### src/rtl/mips_multicycle_control_if.sv
// Control bundle between the multicycle MIPS control FSM and its datapath.
// master = control unit (drives controls), slave = datapath (drives Op/Funct).
interface mips_multicycle_control_if #(
    parameter int CNT_W = 16
);
    logic [5:0]       Op;
    logic [5:0]       Funct;
    logic             IorD;
    logic             MemWrite;
    logic             IRWrite;
    logic             PCWrite;
    logic             Branch;
    logic             PCSrc;
    logic             ALUSrcA;
    logic [1:0]       ALUSrcB;
    logic [2:0]       ALUControl;
    logic             RegWrite;
    logic             MemtoReg;
    logic             RegDst;
    logic [3:0]       State_o;
    logic             Illegal_o;
    logic [CNT_W-1:0] Retired_o;

    modport master (
        input  Op, Funct,
        output IorD, MemWrite, IRWrite, PCWrite, Branch, PCSrc, ALUSrcA, ALUSrcB,
               ALUControl, RegWrite, MemtoReg, RegDst, State_o, Illegal_o, Retired_o
    );

    modport slave (
        output Op, Funct,
        input  IorD, MemWrite, IRWrite, PCWrite, Branch, PCSrc, ALUSrcA, ALUSrcB,
               ALUControl, RegWrite, MemtoReg, RegDst, State_o, Illegal_o, Retired_o
    );
endinterface

### src/rtl/mips_multicycle_control.sv
// Moore control FSM + ALU decoder for the multicycle MIPS datapath, with retired-instruction counter.
// Latency: controls are decoded from the current state (EXEC ALU op also from Funct); 2..5 cycles per instruction.
// Backpressure: none; sequencing is fixed per opcode, reset aborts the instruction immediately.
module mips_multicycle_control #(
    parameter int CNT_W = 16
) (
    input logic                       clk,
    input logic                       rst,
    mips_multicycle_control_if.master bus
);
    typedef enum logic [3:0] {
        FETCH  = 4'd0,
        DECODE = 4'd1,
        MEMADR = 4'd2,
        MEMRD  = 4'd3,
        MEMWB  = 4'd4,
        MEMWR  = 4'd5,
        EXEC   = 4'd6,
        ALUWB  = 4'd7,
        BRANCH = 4'd8,
        ADDIEX = 4'd9,
        ADDIWB = 4'd10
    } state_t;

    localparam logic [5:0] OP_R    = 6'b000000;
    localparam logic [5:0] OP_LW   = 6'b100011;
    localparam logic [5:0] OP_SW   = 6'b101011;
    localparam logic [5:0] OP_BEQ  = 6'b000100;
    localparam logic [5:0] OP_ADDI = 6'b001000;

    state_t           state;
    state_t           state_nxt;
    logic [CNT_W-1:0] retired;
    logic             retire;

    logic       iord, mem_write, ir_write, pc_write, branch, pc_src, alu_src_a;
    logic [1:0] alu_src_b;
    logic [2:0] alu_ctl;
    logic       reg_write, mem_to_reg, reg_dst, illegal;

    always_ff @(posedge clk or negedge rst) begin
        if (!rst) begin
            state <= FETCH;
        end else begin
            state <= state_nxt;
        end
    end

    always_comb begin
        state_nxt  = FETCH;
        iord       = 1'b0;
        mem_write  = 1'b0;
        ir_write   = 1'b0;
        pc_write   = 1'b0;
        branch     = 1'b0;
        pc_src     = 1'b0;
        alu_src_a  = 1'b0;
        alu_src_b  = 2'b00;
        alu_ctl    = 3'b000;
        reg_write  = 1'b0;
        mem_to_reg = 1'b0;
        reg_dst    = 1'b0;
        illegal    = 1'b0;
        retire     = 1'b0;
        case (state)
            FETCH: begin
                iord      = 1'b1;
                ir_write  = 1'b1;
                alu_src_a = 1'b1;
                alu_src_b = 2'b01;
                pc_src    = 1'b1;
                pc_write  = 1'b1;
                state_nxt = DECODE;
            end
            DECODE: begin
                // Branch target is precomputed here so BRANCH only needs the compare.
                alu_src_a = 1'b1;
                alu_src_b = 2'b11;
                case (bus.Op)
                    OP_LW, OP_SW: state_nxt = MEMADR;
                    OP_R:         state_nxt = EXEC;
                    OP_BEQ:       state_nxt = BRANCH;
                    OP_ADDI:      state_nxt = ADDIEX;
                    default:      illegal   = 1'b1;
                endcase
            end
            MEMADR: begin
                alu_src_b = 2'b10;
                state_nxt = (bus.Op == OP_SW) ? MEMWR : MEMRD;
            end
            MEMRD: state_nxt = MEMWB;
            MEMWB: begin
                reg_write  = 1'b1;
                mem_to_reg = 1'b1;
                retire     = 1'b1;
            end
            MEMWR: begin
                mem_write = 1'b1;
                retire    = 1'b1;
            end
            EXEC: begin
                state_nxt = ALUWB;
                case (bus.Funct)
                    6'b100000: alu_ctl = 3'b000;
                    6'b100010: alu_ctl = 3'b001;
                    6'b100100: alu_ctl = 3'b010;
                    6'b100101: alu_ctl = 3'b011;
                    6'b101010: alu_ctl = 3'b100;
                    default: begin
                        illegal   = 1'b1;
                        state_nxt = FETCH;
                    end
                endcase
            end
            ALUWB: begin
                reg_write = 1'b1;
                reg_dst   = 1'b1;
                retire    = 1'b1;
            end
            BRANCH: begin
                alu_ctl = 3'b001;
                branch  = 1'b1;
                retire  = 1'b1;
            end
            ADDIEX: begin
                alu_src_b = 2'b10;
                state_nxt = ADDIWB;
            end
            ADDIWB: begin
                reg_write = 1'b1;
                retire    = 1'b1;
            end
            default: state_nxt = FETCH;
        endcase
    end

    always_ff @(posedge clk or negedge rst) begin
        if (!rst) begin
            retired <= '0;
        end else if (retire) begin
            retired <= retired + {{(CNT_W-1){1'b0}}, 1'b1};
        end
    end

    // Reset state is FETCH, whose controls would write PC/IR; gate everything while reset is held.
    assign bus.IorD       = rst & iord;
    assign bus.MemWrite   = rst & mem_write;
    assign bus.IRWrite    = rst & ir_write;
    assign bus.PCWrite    = rst & pc_write;
    assign bus.Branch     = rst & branch;
    assign bus.PCSrc      = rst & pc_src;
    assign bus.ALUSrcA    = rst & alu_src_a;
    assign bus.ALUSrcB    = rst ? alu_src_b : 2'b00;
    assign bus.ALUControl = rst ? alu_ctl : 3'b000;
    assign bus.RegWrite   = rst & reg_write;
    assign bus.MemtoReg   = rst & mem_to_reg;
    assign bus.RegDst     = rst & reg_dst;
    assign bus.Illegal_o  = rst & illegal;
    assign bus.State_o    = state;
    assign bus.Retired_o  = retired;
endmodule

### src/flat_wrapper.sv
// flat-port wrapper written by rule: the top's interface ports become plain ports
module mips_multicycle_control_flat 
#(
    parameter int CNT_W = 16
)
  (clk, rst, bus_Op, bus_Funct, bus_IorD, bus_MemWrite, bus_IRWrite, bus_PCWrite, bus_Branch, bus_PCSrc, bus_ALUSrcA, bus_ALUSrcB, bus_ALUControl, bus_RegWrite, bus_MemtoReg, bus_RegDst, bus_State_o, bus_Illegal_o, bus_Retired_o);
  mips_multicycle_control_if #(.CNT_W(CNT_W)) bus_i ();
  input logic clk;
  input logic rst;
  input wire logic [$bits(bus_i.Op)-1:0] bus_Op;
  input wire logic [$bits(bus_i.Funct)-1:0] bus_Funct;
  output wire logic [$bits(bus_i.IorD)-1:0] bus_IorD;
  output wire logic [$bits(bus_i.MemWrite)-1:0] bus_MemWrite;
  output wire logic [$bits(bus_i.IRWrite)-1:0] bus_IRWrite;
  output wire logic [$bits(bus_i.PCWrite)-1:0] bus_PCWrite;
  output wire logic [$bits(bus_i.Branch)-1:0] bus_Branch;
  output wire logic [$bits(bus_i.PCSrc)-1:0] bus_PCSrc;
  output wire logic [$bits(bus_i.ALUSrcA)-1:0] bus_ALUSrcA;
  output wire logic [$bits(bus_i.ALUSrcB)-1:0] bus_ALUSrcB;
  output wire logic [$bits(bus_i.ALUControl)-1:0] bus_ALUControl;
  output wire logic [$bits(bus_i.RegWrite)-1:0] bus_RegWrite;
  output wire logic [$bits(bus_i.MemtoReg)-1:0] bus_MemtoReg;
  output wire logic [$bits(bus_i.RegDst)-1:0] bus_RegDst;
  output wire logic [$bits(bus_i.State_o)-1:0] bus_State_o;
  output wire logic [$bits(bus_i.Illegal_o)-1:0] bus_Illegal_o;
  output wire logic [$bits(bus_i.Retired_o)-1:0] bus_Retired_o;
  assign bus_i.Op = bus_Op;
  assign bus_i.Funct = bus_Funct;
  assign bus_IorD = bus_i.IorD;
  assign bus_MemWrite = bus_i.MemWrite;
  assign bus_IRWrite = bus_i.IRWrite;
  assign bus_PCWrite = bus_i.PCWrite;
  assign bus_Branch = bus_i.Branch;
  assign bus_PCSrc = bus_i.PCSrc;
  assign bus_ALUSrcA = bus_i.ALUSrcA;
  assign bus_ALUSrcB = bus_i.ALUSrcB;
  assign bus_ALUControl = bus_i.ALUControl;
  assign bus_RegWrite = bus_i.RegWrite;
  assign bus_MemtoReg = bus_i.MemtoReg;
  assign bus_RegDst = bus_i.RegDst;
  assign bus_State_o = bus_i.State_o;
  assign bus_Illegal_o = bus_i.Illegal_o;
  assign bus_Retired_o = bus_i.Retired_o;
  mips_multicycle_control #(.CNT_W(CNT_W)) u_core (.clk(clk), .rst(rst), .bus(bus_i));
endmodule
### config.mk
export PLATFORM = sky130hd
export DESIGN_NAME = mips_multicycle_control_flat
export DESIGN_NICKNAME = d
export VERILOG_FILES = /design/src/rtl/mips_multicycle_control_if.sv /design/src/rtl/mips_multicycle_control.sv /design/src/flat_wrapper.sv
export SDC_FILE = /design/constraint.sdc
export NUM_CORES = 1
export LEC_CHECK = 0
export ABC_AREA = 1
export BUFFER_PORTS_ARGS = -buffer_cell sky130_fd_sc_hd__buf_2
export CAP_MARGIN = 20
export CORE_ASPECT_RATIO = 1.25
export CORE_MARGIN = 5
export CORE_UTILIZATION = 40
export CTS_BUF_LIST = sky130_fd_sc_hd__clkbuf_4
export DETAILED_ROUTE_END_ITERATION = 8
export GPL_TIMING_DRIVEN = 0
export PLACE_DENSITY = 0.76
export SLEW_MARGIN = 30
export SYNTH_ARGS = -nofsm -noshare
export SYNTH_HDL_FRONTEND = slang
export SYNTH_SLANG_ARGS = --single-unit
### constraint.sdc
create_clock -name clk -period 3.2 [get_ports clk]
set_input_delay 0.32 -clock clk [delete_from_list [all_inputs] [get_ports clk]]
set_output_delay 0.32 -clock clk [all_outputs]
set_load 0.02 [all_outputs]
==> results.yml, run 1 <==
outcome:
  outcome: "completed"
timing:
  worstMarginPinSlew_ns: 0.5176
  final.setup_skew_ns: 0.003466
  slew_violations: 0
  hold_violations: 0
  finalSetupViolCount: 0
  fmax_mhz: 369.6
  fin_crit_sh_pct: 84.55
  holdWs_ns: 0.3392
  max_slew_margin_pct: 65.49
  rsz0062_at_grt: "no"
  tns_ns: 0
  finalCriticalPeriod_ns: 2.705
setup_path:
  arrival_ns: 2.39
  critical_path.most_common_cell: "buf_2"
  cp_slowest_stage_delay_ns: 0.52
  cpMaxStageDelayCell: "dlygate4sd3_1"
  path_class: "primary input to output port"
  worstSetupStartpointType: "primary input"
  cp.required_ns: 2.88
  path_max_fanout: 23
  end_kind: "output port"
  crit_chain: "dlygate4sd3_1, buf_2, clkinv_1, nor2_1, inv_1, nor3_1, buf_2"
routing:
  ant_nets: 0
  post_drt_wl_per_cell_um: 11.74
  finalWirelength_um: 4004
  post-route-drc-count: 0
  routed-via-count: 1726
  via_per_inst: 5.062
  detailedRoute.firstPassIterationCount: 4
  drt_iter0_markers: 115
yosys:
  yosysTopAreaCell: "dfrtp_1"
  synth.top_cells.by_count: "nand2_1 (80), nand3_1 (34), nor2_1 (32)"
  post-synth-top-area-fraction_pct: 32.26
  synth_ff_type: "dfrtp_1"
  yosys.area_share.simple_pct: 49.27
  synth_cells: 247
  ys_seq_area_share_pct: 32.26
  ys_warn_count: 0
  synth_xor_area_share_pct: 3.952
  avgSynthCellArea_um2: 6.281
  synth_nets: 262
  synth_compound_area_share_pct: 2.339
  synthMuxAreaShare_pct: 0
  synthAdderAreaFrac_pct: 0.8065
  syn-cell-area_mm2: 0.001551
  ys_types: 21
  synth_top_family_by_area: "simple AND/OR/NAND/NOR gates"
  async_reset_ff_share_pct: 100.0
  ys_ff_latch: 20
  ys_top_cells_by_area: "dfrtp_1 (32%), nand2_1 (19%), nand3_1 (11%), nor2_1 (7.7%), inv_1 (6.8%)"
  yosysMostFrequentCell: "nand2_1"
  synth-edff-count: 0
cells_and_area:
  final_layout_size_suffix_gt1_share_pct: 23.59
  antenna_cells: 0
  fillers: 391
  finish.utilization_pct: 50.17
  fin_nets: 317
  area_growth_pct: 21.37
  final_area_mm2: 0.001883
power:
  p_leak_nw: 1.076
  power_frac_clock_pct: 15.0
  pwr-share-seq_pct: 38.0
  power.switching_mw: 0.3911
  switching_share_pct: 46.01
  power.density_mw_per_mm2: 451.4
  intPower_mw: 0.4589
  peakVddDrop_mv: 0.2505
  combinationalPowerShare_pct: 46.9
global_routing:
  grt_usage_pct: 16.53
  grt_pass1_wl_um: 7051
  antenna_found_initial: 0
  grt_overflow: 0
  grt_pass1_vias: 1686
  grt_max_degree: 24
cts:
  clockBufferDepth: 2
  h-tree-depth: 1
  cts_sinks: 20
  tritoncts: "built"
  cts_inserted_buffers: 3
  clkLatencyLatePin_ns: 0.30
  cts_setup_buffers: 0
  cts_root_buffer: "clkbuf_4"
  clk_pin_slew_worst_paths_ns: 0.12
hold_path:
  hp-class: "primary input to flop"
die:
  dieArea_mm2: 0.005232
  std_cell_rows: 25
  design.core.area_mm2: 0.003754
  die_w_um: 65.71
  initial_core_util_pct: 41.33
  dieHeight_um: 79.63
  io_pins: 50
run:
  maxCapViolCount: 0
placed_design:
  hpwl_um: 3183
  postPlaceCellArea_mm2: 0.001847
  port_buffers: 49
  globalplace.congestion: 0.8678
-- metal layers --
| layer | track usage, % | wire length, um |
|---|---|---|
| met5 | 0 | 0 |
| met3 | 3.380 | 297 |
| met1 | 17.68 | 1644 |
| met4 | 4.772 | 34 |
| met2 | 31.70 | 2028 |
-- per-stage QoR --
step                      instances  worst slack [ns]  power [mW]
after CTS                       341            0.4367      0.8575
final                           341            0.4945      0.8500
after detailed placement        336            0.9892      0.7277
after floorplan                 247             1.409      0.6012
after global placement          336             1.008      0.7197
after global routing            341            0.1734      0.9152
-- placed cells by master, fill, tap and decap left out --
master | synthesis | layout
clkbuf_4 | 0 | 3
buf_6 | 1 | 1
dfrtp_1 | 20 | 20
nor2_1 | 32 | 32
nand2_1 | 80 | 80
inv_1 | 28 | 28
xor2_1 | 3 | 3
nor3_1 | 6 | 6
o21ai_0 | 6 | 6
nand2_4 | 1 | 1
inv_2 | 5 | 5
nor2_2 | 3 | 3
nor3_2 | 1 | 1
buf_4 | 5 | 5
xnor2_1 | 4 | 4
clkinv_1 | 1 | 2
nand2_2 | 1 | 1
nor2_4 | 2 | 2
a31oi_1 | 1 | 1
nand3_1 | 34 | 34
buf_2 | 0 | 49
ha_1 | 1 | 1
dlygate4sd3_1 | 0 | 1
nand4_1 | 12 | 12
-- sequential cells by signal, summed over array words and instances (netlist names) --
name	count
u_core.bus.Retired_o	16
u_core.bus.State_o	4
-- critical path: cells and delay by family --
kind | cells | cell delay [ns]
buf+inv | 5 | 1.64
simple gates | 2 | 0.42
-- cell type report --
type	instances	area [um2]	share of cell area (%)
multi-input combinational	187	874.6	46.45
sequential	20	500.5	26.58
timing repair buffer	50	255.2	13.55
inverter	34	127.6	6.777
tap	40	50.05	2.658
buffer	6	48.80	2.591
clock buffer	3	22.52	1.196
clock inverter	1	3.754	0.1993
-- power groups by stage --
stage / Sequential (mW) / Combinational, mW / Clock [mW]
after floorplan: 0.352 / 0.249 / 0
after global placement: 0.327 / 0.393 / 0
after detailed placement: 0.328 / 0.399 / 0
after CTS: 0.323 / 0.403 / 0.132
after global routing: 0.330 / 0.444 / 0.141
final: 0.323 / 0.399 / 0.128
-- cell families after synthesis --
kind of cell,count (synthesis)
XOR/XNOR,7
AO/OA/AOI/OAI,7
buffers and inverters,40
flip-flops,20
AND/OR/NAND/NOR,172
adder cells (fa/ha/maj),1
-- what timing repair did --
action / 4_1_cts / 5_1_grt
endpoints found under the hold margin: 20 / 0
resized for setup: 0 / 0
hold buffers: 1 / 0
endpoints found under the setup margin: 0 / 0
-- worst paths after layout --
path                            slack, ns  cells after the start                              endpoint                            startpoint
worst max register to register       1.61                      8  u_core.bus.Retired_o[14]$_DFFE_PN0P_   u_core.bus.Retired_o[0]$_DFFE_PN0P_
max in group asynchronous            2.35                      2   u_core.bus.Retired_o[9]$_DFFE_PN0P_                                   rst
worst min register to register       0.57                      2  u_core.bus.Retired_o[15]$_DFFE_PN0P_  u_core.bus.Retired_o[15]$_DFFE_PN0P_
min in group asynchronous            0.51                      2   u_core.bus.Retired_o[5]$_DFFE_PN0P_                                   rst
worst max-delay path                 0.49                      7                     bus_ALUControl[2]                                   rst
worst min-delay path                 0.34                      4       u_core.bus.State_o[2]$_DFF_PN0_                             bus_Op[3]
Power figures use the tool's default switching activity.
==> run 2, diff against run 1 <==
==> constraint.sdc (replaced) <==
create_clock -name clk -period 2.7 [get_ports clk]
set_input_delay 0.27 -clock clk [delete_from_list [all_inputs] [get_ports clk]]
set_output_delay 0.27 -clock clk [all_outputs]
set_load 0.02 [all_outputs]
==> results.yml, run 2 (synthesis results as in run 1) <==
timing:
  finalCriticalPeriod_ns: 2.423
  fin_ws_ns: 0.2770
  final.setup_skew_ns: 0.003466
  max_slew_margin_pct: 78.48
  slew_violations: 0
  fmax_mhz: 412.7
  fin_crit_sh_pct: 89.74
  hold_violations: 0
  worstMarginPinSlew_ns: 0.3211
  tns_ns: 0
  finalSetupViolCount: 0
  holdWs_ns: 0.2892
  rsz0062_at_grt: "no"
placed_design:
  port_buffers: 49
  globalplace.congestion: 0.8678
  place_inst: 336
  pre_cts_ws_ns: 0.5892
  postPlaceCellArea_mm2: 0.001847
  hpwl_um: 3183
power:
  p_total_mw: 1.008
  peakVddDrop_mv: 0.2969
  power.density_mw_per_mm2: 534.5
  p_leak_nw: 1.077
global_routing:
  grt_overflow: 0
  use_met2_pct: 31.70
  grt_max_degree: 24
  grt_pass1_wl_um: 7051
  met3_usage_pct: 3.380
  busiest_layer: "met2"
  grt_usage_pct: 16.53
  antenna_found_initial: 0
  met1_usage_pct: 17.68
  grt_pass1_vias: 1686
routing:
  finalWirelength_um: 4004
  drt_iter0_markers: 115
  routed-via-count: 1726
  ant_nets: 0
  detailedRoute.firstPassIterationCount: 4
  via_per_inst: 5.062
  post-route-drc-count: 0
  post_drt_wl_per_cell_um: 11.74
cts:
  cts_root_buffer: "clkbuf_4"
  clockBufferDepth: 2
  clkLatencyLatePin_ns: 0.30
  clk_pin_slew_worst_paths_ns: 0.12
  tritoncts: "built"
  cts_setup_buffers: 0
  cts_inserted_buffers: 3
  cts_sinks: 20
  h-tree-depth: 1
cells_and_area:
  final_layout_size_suffix_gt1_share_pct: 23.59
  antenna_cells: 0
  finish.utilization_pct: 50.23
  ff_latch_area_um2: 500.5
  area_growth_pct: 21.53
  final_area_mm2: 0.001886
  final_cell_mix: "nand2_1 (80), buf_2 (48), nand3_1 (34)"
  fin_nets: 317
  layout_commonest_cell: "nand2_1"
  fillers: 391
  largest_reg_flops: 16
  fin_cells: 341
  multi_input_area_um2: 874.6
setup_path:
  worstSetupStartpointType: "primary input"
  end_kind: "output port"
  arrival_ns: 2.15
  reg2reg_depth: 8
  cpMaxStageDelayCell: "dlygate4sd3_1"
  path_max_fanout: 23
  crit_chain: "dlygate4sd3_1, clkbuf_4, clkinv_1, nor2_1, inv_1, nor3_1, buf_2"
  cp.required_ns: 2.43
  cp_slowest_stage_delay_ns: 0.52
  path_class: "primary input to output port"
hold_path:
  min_path_cells: 4
  hp-class: "primary input to flop"
die:
  design.core.area_mm2: 0.003754
  std_cell_rows: 25
  die_w_um: 65.71
  dieArea_mm2: 0.005232
  io_pins: 50
  initial_core_util_pct: 41.33
  dieHeight_um: 79.63
outcome:
  outcome: "completed"
run:
  maxCapViolCount: 0
## run 2: changes by cell type in the layout (fill, tap and decap cells not counted), sizes merged
cell and change:
buf -1, clkbuf +1
## run 2: worst paths after layout
kind                       slack [ns]                                  from                              endpoint
max                              0.28                                   rst                     bus_ALUControl[2]
min                              0.29                             bus_Op[3]       u_core.bus.State_o[2]$_DFF_PN0_
max reg2reg                      1.11   u_core.bus.Retired_o[0]$_DFFE_PN0P_  u_core.bus.Retired_o[14]$_DFFE_PN0P_
min reg2reg                      0.57  u_core.bus.Retired_o[15]$_DFFE_PN0P_  u_core.bus.Retired_o[15]$_DFFE_PN0P_
max in group asynchronous        2.05                                   rst   u_core.bus.Retired_o[9]$_DFFE_PN0P_
min in group asynchronous        0.41                                   rst   u_core.bus.Retired_o[5]$_DFFE_PN0P_
## run 2: area by class of cell
type                            count  area share (%)
Clock inverter                      1          0.1991
Inverter                           34           6.768
Clock buffer                        3           1.194
Buffer                              6           2.588
Multi-Input combinational cell    187           46.38
Timing Repair Buffer               50           13.67
Tap cell                           40           2.654
Sequential cell                    20           26.54
## run 2: worst max-delay path, delay by kind of cell
kind	cells	cell delay [ns]
buffers and inverters	5	1.46
and+or+nand+nor	2	0.41
## run 2: power by group
| group | total [mW] | internal [mW] | leakage (nW) | switching, mW |
|---|---|---|---|---|
| combinational | 0.473 | 0.160 | 0.787 | 0.314 |
| clock | 0.152 | 0.0538 | 0.0154 | 0.0977 |
| sequential | 0.383 | 0.331 | 0.274 | 0.0520 |
## run 2: what timing repair did
action | in CTS | in global routing
resized for setup | 0 | 1
setup endpoints to repair | 0 | 8
hold endpoints to repair | 20 | 0
hold buffers | 1 | 0
## run 2: per-layer routing
metal,part of all wire [%],routed length [um],vias up
li1,-,-,896
met2,51,2028,54
met4,0.85,34,0
met5,0,0,-
met3,7.4,297,2
met1,41,1644,774
==> run 3, diff against run 2 <==
--- a/config.mk
+++ b/config.mk
@@ -5,7 +5,6 @@
 export SDC_FILE = /design/constraint.sdc
 export NUM_CORES = 1
 export LEC_CHECK = 0
-export ABC_AREA = 1
 export BUFFER_PORTS_ARGS = -buffer_cell sky130_fd_sc_hd__buf_2
 export CAP_MARGIN = 20
 export CORE_ASPECT_RATIO = 1.25
@@ -14,7 +13,7 @@
 export CTS_BUF_LIST = sky130_fd_sc_hd__clkbuf_4
 export DETAILED_ROUTE_END_ITERATION = 8
 export GPL_TIMING_DRIVEN = 0
-export PLACE_DENSITY = 0.76
+export PLACE_DENSITY = 0.78
 export SLEW_MARGIN = 30
 export SYNTH_ARGS = -nofsm -noshare
 export SYNTH_HDL_FRONTEND = slang
==> results.yml, run 3 <==
cells_and_area:
  largest_reg_flops: 16
  finish.utilization_pct: 51.50
  final_layout_size_suffix_gt1_share_pct: 37.89
  layout_commonest_cell: "buf_2"
  area_growth_pct: 24.93
  antenna_cells: 0
  fin_cells: 227
  final_cell_mix: "buf_2 (48), dfrtp_1 (20), nor2_1 (14)"
  fin_nets: 206
timing:
  tns_ns: 0
  finalSetupViolCount: 0
  finalCriticalPeriod_ns: 2.408
  hold_violations: 0
  fmax_mhz: 415.3
  slew_violations: 0
  fin_crit_sh_pct: 89.19
  worstMarginPinSlew_ns: 0.5774
  max_slew_margin_pct: 60.96
  rsz0062_at_grt: "no"
  final.setup_skew_ns: 0.002302
setup_path:
  cp_slowest_stage_delay_ns: 0.53
  cpMaxStageDelayCell: "dlygate4sd3_1"
  cp-endpoint: "bus_ALUControl[1]"
  worstSetupStartpointType: "primary input"
  crit_chain: "dlygate4sd3_1, clkbuf_4, nand3_2, or3b_4, nor4b_2, buf_2"
  worstReg2RegStart: "u_core.bus.State_o[2]$_DFF_PN0_"
  cp-startpoint: "rst"
  arrival_ns: 2.14
  cp.required_ns: 2.43
  end_kind: "output port"
  rr_endpoint: "u_core.bus.Retired_o[1]$_DFFE_PN0P_"
  reg2reg_depth: 5
  reg2reg_slack_ns: 0.98
  path_max_fanout: 25
  path_class: "primary input to output port"
routing:
  drt_iter0_markers: 57
  via_per_inst: 5.233
  post-route-drc-count: 0
  routed-via-count: 1188
  finalWirelength_um: 3046
  detailedRoute.firstPassIterationCount: 4
  ant_nets: 0
  post_drt_wl_per_cell_um: 13.42
power:
  p_leak_nw: 0.8619
  p_total_mw: 0.9813
  pwr-share-seq_pct: 39.9
  switching_share_pct: 42.19
  intPower_mw: 0.5673
  power.density_mw_per_mm2: 601.9
  combinationalPowerShare_pct: 45.7
  power.switching_mw: 0.4140
  power_frac_clock_pct: 14.4
  peakVddDrop_mv: 0.3216
global_routing:
  use_met2_pct: 25.76
  met3_usage_pct: 2.636
  antenna_found_initial: 0
  busiest_layer: "met2"
  grt_pass1_vias: 1177
  grt_overflow: 0
  grt_pass1_wl_um: 5085
  met1_usage_pct: 16.99
  grt_max_degree: 26
  grt_usage_pct: 14.43
cts:
  cts_root_buffer: "clkbuf_4"
  tritoncts: "built"
  cts_sinks: 20
  cts_setup_buffers: 0
  clockBufferDepth: 2
  clkLatencyLatePin_ns: 0.29
  cts_inserted_buffers: 3
  clk_pin_slew_worst_paths_ns: 0.11
  h-tree-depth: 1
yosys:
  synth_ff_type: "dfrtp_1"
  avgSynthCellArea_um2: 9.526
  ys_types: 44
  ys_top_cells_by_area: "dfrtp_1 (38%), xor2_1 (8.7%), nor2_1 (4.0%), nor3_1 (3.5%), nor4b_2 (3.5%)"
  yosysTopAreaCell: "dfrtp_1"
  async_reset_ff_share_pct: 100.0
  synth_nets: 152
  post-synth-top-area-fraction_pct: 38.35
  ys_ff_latch: 20
  ys_warn_count: 0
  syn-cell-area_mm2: 0.001305
  ys_seq_area_share_pct: 38.35
  synth_cells: 137
  synth.top_cells.by_count: "dfrtp_1 (20), nor2_1 (14), xor2_1 (13)"
  synth-edff-count: 0
  yosysMostFrequentCell: "dfrtp_1"
die:
  dieArea_mm2: 0.004512
  io_pins: 50
  design.core.area_mm2: 0.003166
  die_w_um: 61.09
  std_cell_rows: 23
  dieHeight_um: 73.86
  initial_core_util_pct: 41.23
outcome:
  outcome: "completed"
hold_path:
  hp-class: "primary input to flop"
placed_design:
  globalplace.congestion: 0.8628
  hpwl_um: 2439
  port_buffers: 48
  place_inst: 222
run:
  maxCapViolCount: 0
[run 3: changes by cell type after synthesis, sizes merged, moves of 6 or more]
cell and change:
nand2 -72, inv -31, nand3 -26, nor2 -23
xor2 +10, nand4 -8, nor2b +6, nor4b +6
[run 3: through the flow]
step | cell area, um2 | hold slack (ns) | worst slack [ns]
floorplan | 1305 | -0.02559 | 0.5161
global placement | 1592 | 0.2707 | 0.6740
detailed placement | 1592 | 0.2782 | 0.6500
CTS | 1628 | 0.3247 | 0.09938
global route | 1630 | 0.3632 | 0.1468
finish | 1630 | 0.3420 | 0.2919
[run 3: logic make-up (layout without fill, tap and decap cells)]
kind of cell               after synthesis  count (layout)  synth area share, %
and+or+nand+nor                         71              71                34.13
DFF                                     20              20                38.35
xor gates and xnor gates                16              16                10.74
AOI/OAI and AO/OA                       15              15                8.054
buffers and inverters                   11              64                5.274
muxes                                    3               3                2.493
adders and majority gates                1               1               0.9586
[run 3: worst min path at each step]
| stage | endpoint | depth (start not counted) | slack, ns | start |
|---|---|---|---|---|
| after global placement | u_core.bus.Retired_o[13]$_DFFE_PN0P_ | 1 | 0.27 | rst |
| after CTS | u_core.bus.State_o[3]$_DFF_PN0_ | 4 | 0.32 | bus_Op[4] |
| final | u_core.bus.State_o[3]$_DFF_PN0_ | 4 | 0.34 | bus_Op[4] |
| after detailed placement | u_core.bus.Retired_o[13]$_DFFE_PN0P_ | 1 | 0.28 | rst |
| after global routing | u_core.bus.State_o[3]$_DFF_PN0_ | 4 | 0.36 | bus_Op[4] |
| after floorplan | u_core.bus.Retired_o[0]$_DFFE_PN0P_ | 0 | -0.03 | rst |
[run 3: cell type report]
cell class	count	area [um2]
buffer	9	61.31
clock buffer	3	22.52
clock inverter	1	3.754
fill	325	1535
inverter	2	7.507
multi-input combinational	106	735.7
sequential	20	500.5
tap	37	46.29
timing repair buffer	49	252.7
[run 3: routing by layer]
layer	vias to the layer above	wire, um	share of wire, %
met1	549	1275	42
li1	596	-	-
met5	-	0	0
met3	2	207	6.8
met2	41	1549	51
met4	0	13	0.43
[run 3: critical path: cells and delay by family]
family	cells	cell delay (ns)
buf+inv	3	1.07
simple gates	3	0.80
[run 3: timing repair]
item / CTS / global route
hold buffers: 1 / 0
gates resized for setup: 0 / 1
endpoints found under the hold margin: 20 / 0
setup endpoints to repair: 0 / 1
[run 3: power groups by stage]
stage / clock network (mW) / logic [mW] / registers (mW)
CTS: 0.148 / 0.454 / 0.392
global route: 0.162 / 0.491 / 0.399
global placement: 0 / 0.444 / 0.398
detailed placement: 0 / 0.451 / 0.397
finish: 0.141 / 0.448 / 0.391
floorplan: 0 / 0.261 / 0.441
